## src/rtl/cache_miss_handler.sv

```systemverilog
//------------------------------------------------------------------------------
// Module  : cache_miss_handler
// Brief   : Load-miss refill and store write-through controller between the
//           CPU port, a direct-mapped one-word-per-line cache and data memory.
// Revision: 1.0 - initial release
//------------------------------------------------------------------------------
`default_nettype none

module cache_miss_handler #(
  parameter int ADDR_WIDTH = 32,
  parameter int DATA_WIDTH = 32,
  parameter int CNT_WIDTH  = 16
) (
  input  logic                  clk,
  input  logic                  rst,
  input  logic                  cpu_req,
  input  logic                  cpu_we,
  input  logic [ADDR_WIDTH-1:0] cpu_addr,
  input  logic [DATA_WIDTH-1:0] cpu_wdata,
  output logic                  stall,
  output logic [DATA_WIDTH-1:0] cpu_rdata,
  input  logic                  cache_hit,
  input  logic [DATA_WIDTH-1:0] cache_rdata,
  output logic                  fill_en,
  output logic [ADDR_WIDTH-1:0] fill_addr,
  output logic [DATA_WIDTH-1:0] fill_data,
  output logic                  mem_req_valid,
  output logic                  mem_req_we,
  output logic [ADDR_WIDTH-1:0] mem_req_addr,
  output logic [DATA_WIDTH-1:0] mem_req_wdata,
  input  logic                  mem_req_ready,
  input  logic                  mem_resp_valid,
  input  logic [DATA_WIDTH-1:0] mem_resp_data,
  output logic [CNT_WIDTH-1:0]  hit_count,
  output logic [CNT_WIDTH-1:0]  miss_count
);

  typedef enum logic [1:0] {
    S_IDLE = 2'd0,
    S_REQ  = 2'd1,
    S_WAIT = 2'd2,
    S_FILL = 2'd3
  } state_t;

  localparam logic [ADDR_WIDTH-1:0] c_align_mask = ~(ADDR_WIDTH'(3));
  localparam logic [CNT_WIDTH-1:0]  c_cnt_max    = '1;

  state_t                r_state;
  logic [ADDR_WIDTH-1:0] r_addr;
  logic [DATA_WIDTH-1:0] r_wdata;
  logic [DATA_WIDTH-1:0] r_resp;
  logic                  r_we;
  logic                  r_store_hit;
  logic                  r_mem_req_valid;
  logic                  r_fill_en;
  logic [DATA_WIDTH-1:0] r_fill_data;
  logic [CNT_WIDTH-1:0]  r_hit_count;
  logic [CNT_WIDTH-1:0]  r_miss_count;

  logic w_idle;
  logic w_load_hit;
  logic w_go_mem;

  assign w_idle     = (r_state == S_IDLE);
  assign w_load_hit = w_idle & cpu_req & ~cpu_we & cache_hit;
  // Any store, or a load that misses, needs a memory transaction.
  assign w_go_mem   = w_idle & cpu_req & (cpu_we | ~cache_hit);

  always_comb begin
    stall     = 1'b0;
    cpu_rdata = '0;
    case (r_state)
      S_IDLE:  stall = w_go_mem;
      S_REQ:   stall = 1'b1;
      S_WAIT:  stall = 1'b1;
      default: stall = 1'b0;
    endcase
    if (w_load_hit) begin
      cpu_rdata = cache_rdata;
    end else if (r_state == S_FILL && !r_we) begin
      cpu_rdata = r_resp;
    end
  end

  always_ff @(posedge clk) begin
    if (rst) begin
      r_state         <= S_IDLE;
      r_addr          <= '0;
      r_wdata         <= '0;
      r_resp          <= '0;
      r_we            <= 1'b0;
      r_store_hit     <= 1'b0;
      r_mem_req_valid <= 1'b0;
      r_fill_en       <= 1'b0;
      r_fill_data     <= '0;
      r_hit_count     <= '0;
      r_miss_count    <= '0;
    end else begin
      case (r_state)
        S_IDLE: begin
          if (w_load_hit && r_hit_count != c_cnt_max) begin
            r_hit_count <= r_hit_count + 1'b1;
          end
          if (w_go_mem) begin
            r_addr          <= cpu_addr & c_align_mask;
            r_we            <= cpu_we;
            r_mem_req_valid <= 1'b1;
            r_state         <= S_REQ;
            if (cpu_we) begin
              r_wdata     <= cpu_wdata;
              r_store_hit <= cache_hit;
            end else begin
              r_store_hit <= 1'b0;
              if (r_miss_count != c_cnt_max) begin
                r_miss_count <= r_miss_count + 1'b1;
              end
            end
          end
        end
        S_REQ: begin
          if (mem_req_ready) begin
            r_mem_req_valid <= 1'b0;
            r_state         <= S_WAIT;
          end
        end
        S_WAIT: begin
          if (mem_resp_valid) begin
            r_resp      <= mem_resp_data;
            // A store miss does not allocate; its fill strobe stays low.
            r_fill_en   <= r_we ? r_store_hit : 1'b1;
            r_fill_data <= r_we ? r_wdata : mem_resp_data;
            r_state     <= S_FILL;
          end
        end
        default: begin
          r_fill_en <= 1'b0;
          r_state   <= S_IDLE;
        end
      endcase
    end
  end

  assign fill_en       = r_fill_en;
  assign fill_addr     = r_addr;
  assign fill_data     = r_fill_data;
  assign mem_req_valid = r_mem_req_valid;
  assign mem_req_we    = r_we;
  assign mem_req_addr  = r_addr;
  assign mem_req_wdata = r_wdata;
  assign hit_count     = r_hit_count;
  assign miss_count    = r_miss_count;

endmodule

`default_nettype wire

```

## config.mk

```make
export PLATFORM = sky130hd
export DESIGN_NAME = cache_miss_handler
export DESIGN_NICKNAME = d
export VERILOG_FILES = /design/src/rtl/cache_miss_handler.sv
export SDC_FILE = /design/constraint.sdc
export NUM_CORES = 1
export LEC_CHECK = 0
export CAP_MARGIN = 20
export CORE_MARGIN = 2
export CORE_UTILIZATION = 42
export DETAILED_ROUTE_END_ITERATION = 6
export MAX_ROUTING_LAYER = met4
export PLACE_DENSITY_LB_ADDON = 0.08
export SLEW_MARGIN = 0
export SYNTH_ARGS = -nofsm -noshare
export SYNTH_HDL_FRONTEND = slang
export SYNTH_SLANG_ARGS = --single-unit
```

## constraint.sdc

```tcl
create_clock -name clk -period 3 [get_ports clk]
set_input_delay 0.9 -clock clk [delete_from_list [all_inputs] [get_ports clk]]
set_output_delay 0.9 -clock clk [all_outputs]
set_load 0.005 [all_outputs]
```

==> run metrics, run 1 <==
I/O Buffers between 300 and 400; worst skew pair latency ~0.42 ns; cells on worst reg2reg path 11; Worst Setup EP cpu_rdata[7]; slowest stage delay, CP 0.34 ns; Critical path buffers and inverters 5; Total Power 6.71 mW; final hold violation count 0; part of the cycle the worst path needs around 100%; clock root cell clkbuf_16; post-synthesis mux area share under 10%; Seq/Total Area, Yosys approximately 45%; initial antenna violation count 0; main combinational cell family by area after synthesis simple AND/OR/NAND/NOR gates; worst-margin pin slew 0.687 ns; final WL 24900 µm; Seq cells post-synth between 150 and 200; HP Class reg -> reg; total CTS buffers 17; Post-Synth XOR/XNOR Area 0%; CP required ~2.1 ns; final std cells w/o fill roughly 1.5k; Main synth FF type dfxtp_1; synthesized netlist cell count 938; GRT Util Overall 26.4%; post-route cell area ~11000 µm²; number of fill cells 1553; Yosys cell types between 50 and 60; max cap viols 0; CTS tree yes; first-pass GRT wire length about 37000 µm; nets@finish roughly 1.4k; Core Area approximately 17000 µm²; hold slack ~0.45 ns; routed vias between 7k and 8k; Setup crit start kind input port; yosys warns 0; Cell Pwr Density 593 nW/µm²; Arrival @ worst endpoint 2.08 ns; # IOs 331; hold path cells 2; worst reg2reg endpoint hit_count[13]; DRT iter0 DRCs 386; critical path's slowest cell and4b_4; Leak between 3 and 4 nW; initial core utilization 42.7%; Compound-Gate Fraction of Synth Area about 17%; crit path max fanout 8; clock sinks approximately 160; dpl cells 1412; hold-fix buffers at CTS 0; Die Span X ~140 µm; Routability Congestion around 0.84; Die Y roughly 140 µm; final setup TNS 0 ns; fmax roughly 0.34 GHz; Worst-path clk slew about 0.060 ns; Max Root-Sink Buffers 2; DRT Pass-1 Iters 5; Critical Setup Path Class in -> out; vias in the first global route 6845; total grt overflow 0; Post-Synth Simple-Gate Area between 20% and 30%; crit path time final between 2 and 3 ns; Final Skew between 0.01 and 0.015 ns; ratio of cells with drive above 1 in the final layout between 10% and 20%; worst path cell trace clkdlybuf4s15_2, and4b_4, buf_4, buf_12, clkbuf_16, o21ai_1, buf_2; Worst path depth 7; synthesized cell area around 7400 µm²; H-tree level count 4; critical path's top delay family buffers and inverters; CP endpoint kind output port; DP HPWL around 16000 µm; placed cell area between 10000 and 15000 µm²; drt via density about 5.2; largest net degree at the start of global routing 65; Slew Limit Fails 0; reg-to-reg startpoint r_state[1]; beginning of the critical path cpu_we; FFs w/ async S/R, synth 0%; run status complete, no violations; Site Rows between 40 and 50; adder-cell share of the synthesized area 1.02%; syn_area_per_cell 7.86 µm²; DR WL/cell 17.0 µm; RSZ-0062 raised after global routing true; area delta synth->final 53.7%; DR DRC count 0; relative slew slack 54.2%; R2R setup slack approximately 0.49 ns; Max VDD drop about 0.4 mV; Post-synth EDFFs 0; ANT nets after route 0; die area around 19000 µm²; antenna cells 0; final setup fails 0
[power by group]
group | internal, mW | switching [mW] | leakage [nW] | total (mW)
clock network | 1.33 | 0.891 | 0.285 | 2.22
registers | 2.42 | 0.164 | 1.33 | 2.58
logic | 1.01 | 0.896 | 2.38 | 1.91
[layout by cell type, fill, tap and decap left out, types with 9 or more instances in the layout]
| cell | netlist | routed |
|---|---|---|
| clkdlybuf4s50_1 | 0 | 287 |
| nand2_1 | 261 | 261 |
| dfxtp_1 | 164 | 162 |
| a21oi_1 | 122 | 122 |
| nor2_1 | 49 | 49 |
| a211oi_1 | 35 | 35 |
| mux2i_1 | 34 | 34 |
| buf_2 | 3 | 32 |
| o21ai_1 | 0 | 25 |
| buf_4 | 36 | 21 |
| o21ai_0 | 47 | 18 |
| clkbuf_16 | 0 | 18 |
| nand3_1 | 12 | 12 |
| inv_1 | 10 | 10 |
| nand4_1 | 10 | 10 |
| o31ai_1 | 9 | 9 |
[worst min-delay path, cell delays in order, from the launching register on]
cell and delay [ns]:
dfxtp_1 0.31, nand2_1 0.05, a21oi_1 0.05
[cells by family (layout without fill, tap and decap cells)]
logic type / Yosys count / count (layout)
and+or+nand+nor: 398 / 398
AOI/OAI and AO/OA: 221 / 221
DFF: 164 / 164
buffers and inverters: 108 / 401
muxes: 40 / 40
adders and majority gates: 6 / 6
other: 1 / 4
[per-stage QoR]
stage | setup slack (ns) | utilization [%]
floorplan | 0.133 | -
detailed placement | -0.573 | 61.6
global route | -0.0104 | 65.7
global placement | -0.513 | 61.6
CTS | -0.0484 | 65.8
finish | 0.0235 | 65.7
[flip-flops by register name (all words and copies together) (netlist names), 2 cells and up]
signal and cells:
hit_count 16, miss_count 16, mem_req_wdata 32, r_state 2
fill_data 32, r_resp 32, fill_addr 30
[layer usage]
| layer | up-vias | global-route usage [%] | share of wire [%] | wire length [µm] |
|---|---|---|---|---|
| met5 | - | - | 0 | 0 |
| met4 | 0 | 8.16 | 1.4 | 339 |
| met3 | 23 | 6.23 | 7.3 | 1830 |
| met2 | 279 | 45.4 | 50 | 12500 |
| met1 | 3482 | 30.4 | 41 | 10200 |
| li1 | 3740 | - | - | - |
[cells in the mapped netlist (all sizes together) (8+ instances only)]
master	count	area, µm²
nor2	49	184
or3	9	57.6
buf	44	312
nor2b	8	50.1
inv	10	37.5
or4	8	60.1
nand3	13	70.1
a21oi	122	611
clkbuf	54	213
a211oi	35	263
nand2	261	980
mux2i	34	340
nand4	11	83.8
o21ai	47	235
dfxtp	164	3280
o31ai	9	67.6
[area by class of cell]
type / count / area, µm² / share of cell area (%)
sequential: 164 / 3290 / 29.0
clock inverter: 12 / 158 / 1.39
multi-input combinational: 669 / 3560 / 31.4
clock buffer: 19 / 443 / 3.91
tap: 225 / 282 / 2.49
inverter: 10 / 37.5 / 0.331
timing repair buffer: 360 / 3560 / 31.5
[how the worst min path moves through the flow]
| stage | endpoint | from | slack (ns) |
|---|---|---|---|
| 2_1_floorplan | r_resp[0] | r_resp[0] | 0.44 |
| 3_3_place_gp | r_resp[16] | r_resp[16] | 0.44 |
| 3_5_place_dp | r_resp[19] | r_resp[19] | 0.45 |
| 4_1_cts | r_resp[19] | r_resp[19] | 0.46 |
| 5_1_grt | r_resp[28] | r_resp[28] | 0.47 |
| 6_report | r_resp[19] | r_resp[19] | 0.45 |
[what timing repair did]
item / CTS / global route
pin swaps: 5 / 1
setup buffers: 12 / 0
gates resized for setup: 169 / 13
gates cloned: 5 / 1
endpoints found under the setup margin: 33 / 21
No activity file was read; power rests on OpenSTA's default activity.
==> inputs of run 2 (changes only) <==
Settings changed: MAX_ROUTING_LAYER met4 to not set.
==> run metrics, run 2 (synthesis results as in run 1) <==
initial core utilization 42.7% (unchanged); cells on worst reg2reg path 11 (unchanged); Die Span X 136 µm (unchanged); antenna cells 0 (unchanged); Routability Congestion 0.824 (was 0.836); largest net degree at the start of global routing 65 (unchanged); drt via density 5.14 (was 5.16); total grt overflow 0 (unchanged); RSZ-0062 raised after global routing true (unchanged); DR WL/cell 17.0 µm (about the same); placed cell area 10600 µm² (unchanged); Reg area 3290 µm² (unchanged); H-tree level count 4 (unchanged); GRT Util Overall 25.5% (was 26.4%); Max Root-Sink Buffers 2 (unchanged); Cell Pwr Density 592 nW/µm² (was 593 nW/µm²); relative slew slack 53.6% (was 54.2%); Slew Limit Fails 0 (unchanged); Worst-path clk slew 0.06 ns (about the same); # IOs 331 (unchanged); most frequent cells in the layout clkdlybuf4s50_1 (287), nand2_1 (261), dfxtp_1 (162), a21oi_1 (122), nor2_1 (49) (unchanged); max cap viols 0 (unchanged); commonest non-fill, non-tap cell in the layout clkdlybuf4s50_1 (unchanged); Final Skew 0.00813 ns (was 0.0105 ns); clock sinks 164 (unchanged); nets@finish 1363 (unchanged); R2R setup slack 0.47 ns (was 0.49 ns); hold-fix buffers at CTS 0 (unchanged); final setup fails 0 (unchanged); Die Y 136 µm (unchanged); run status complete, no violations (unchanged); hold path cells 2 (unchanged); Arrival @ worst endpoint 2.08 ns (about the same); fmax 0.335 GHz (was 0.336 GHz); clock root cell clkbuf_16 (unchanged); ratio of cells with drive above 1 in the final layout 10.3% (unchanged); Leak 4.00 nW (unchanged); crit path max fanout 8 (unchanged); final WL 24800 µm (was 24900 µm); DRT Pass-1 Iters 7 (was 5); Worst Hold Launch r_resp[19] (unchanged); Layout Utilization 65.7% (unchanged); part of the cycle the worst path needs 99.5% (was 99.2%); HP Class reg -> reg (unchanged); DRT iter0 DRCs 420 (was 386); I/O Buffers 324 (unchanged); Site Rows 48 (unchanged); CTS tree yes (unchanged); crit path time final 2.98 ns (about the same); worst reg2reg endpoint hit_count[13] (unchanged); Core Area 17200 µm² (unchanged); reg-to-reg startpoint r_state[1] (unchanged); total CTS buffers 17 (unchanged); Critical Setup Path Class in -> out (unchanged); area delta synth->final 53.7% (unchanged); worst skew pair latency 0.42 ns (about the same); die area 18600 µm² (unchanged); first-pass GRT wire length 36600 µm (was 36700 µm); vias in the first global route 6858 (was 6845); final hold violation count 0 (unchanged); DR DRC count 0 (unchanged); worst-margin pin slew 0.696 ns (was 0.687 ns); CP endpoint kind output port (unchanged); DP HPWL 16000 µm (unchanged); routed vias 7502 (was 7524); initial antenna violation count 0 (unchanged); Setup crit start kind input port (unchanged); worst hold endpoint r_resp[19] (unchanged); CP required 2.10 ns (about the same); final worst setup slack 0.0160 ns (was 0.0235 ns); number of fill cells 1553 (unchanged); post-route cell area 11300 µm² (unchanged); Max VDD drop 0.405 mV (was 0.404 mV); multi-input combinational cell area 3560 µm² (unchanged); ANT nets after route 0 (unchanged); pre-CTS setup slack -0.573 ns (unchanged)
run 2: area by class of cell:
type | count | share of cell area, %
Timing Repair Buffer | 360 | 31.5
Sequential cell | 164 | 29.0
Clock inverter | 12 | 1.39
Multi-Input combinational cell | 669 | 31.4
Clock buffer | 19 | 3.91
Inverter | 10 | 0.331
Tap cell | 225 | 2.49
run 2: per-stage QoR:
| step | std cells | hold slack (ns) | TNS [ns] | total power, mW |
|---|---|---|---|---|
| after floorplan | 941 | 0.437 | 0 | 3.50 |
| after detailed placement | 1412 | 0.447 | -18.15 | 4.46 |
| final | 1459 | 0.454 | 0 | 6.71 |
| after global placement | 1412 | 0.442 | -16.53 | 4.43 |
| after global routing | 1459 | 0.471 | -0.0316 | 7.05 |
| after CTS | 1460 | 0.455 | -0.0959 | 6.76 |
run 2: worst max-delay path by stage:
stage | from | end | slack, ns | cells after the start
after floorplan | cpu_we | cpu_rdata[10] | 0.13 | 6
after global routing | cpu_we | cpu_rdata[31] | -0.01 | 7
final | cpu_we | cpu_rdata[27] | 0.02 | 7
after global placement | cpu_we | cpu_rdata[25] | -0.51 | 6
after CTS | cache_hit | cpu_rdata[11] | -0.05 | 7
after detailed placement | cpu_req | cpu_rdata[31] | -0.57 | 6
run 2: per-layer routing:
metal	vias up	track usage (%)	routed length (µm)
met2	263	45.3	12400
li1	3742	-	-
met5	-	0	0
met4	0	7.64	374
met3	24	6.90	1920
met1	3473	29.9	10100
run 2: power by group:
group,internal (mW),switching (mW)
Sequential,2.42,0.164
Clock,1.33,0.883
Combinational,1.01,0.899
run 2: repair_timing:
item / 4_1_cts / 5_1_grt
cloned: 5 / 1
endpoints found under the setup margin: 33 / 21
hold endpoints to repair: 0 / 0
resized for setup: 169 / 13
pin swaps: 5 / 1
buffers inserted: 12 / 0
run 2: worst max-delay path, cell delays in order:
cell and delay (ns):
clkdlybuf4s15_2 0.21, and4b_4 0.34, buf_4 0.12, buf_12 0.14
clkbuf_16 0.17, o21ai_1 0.07, buf_2 0.12
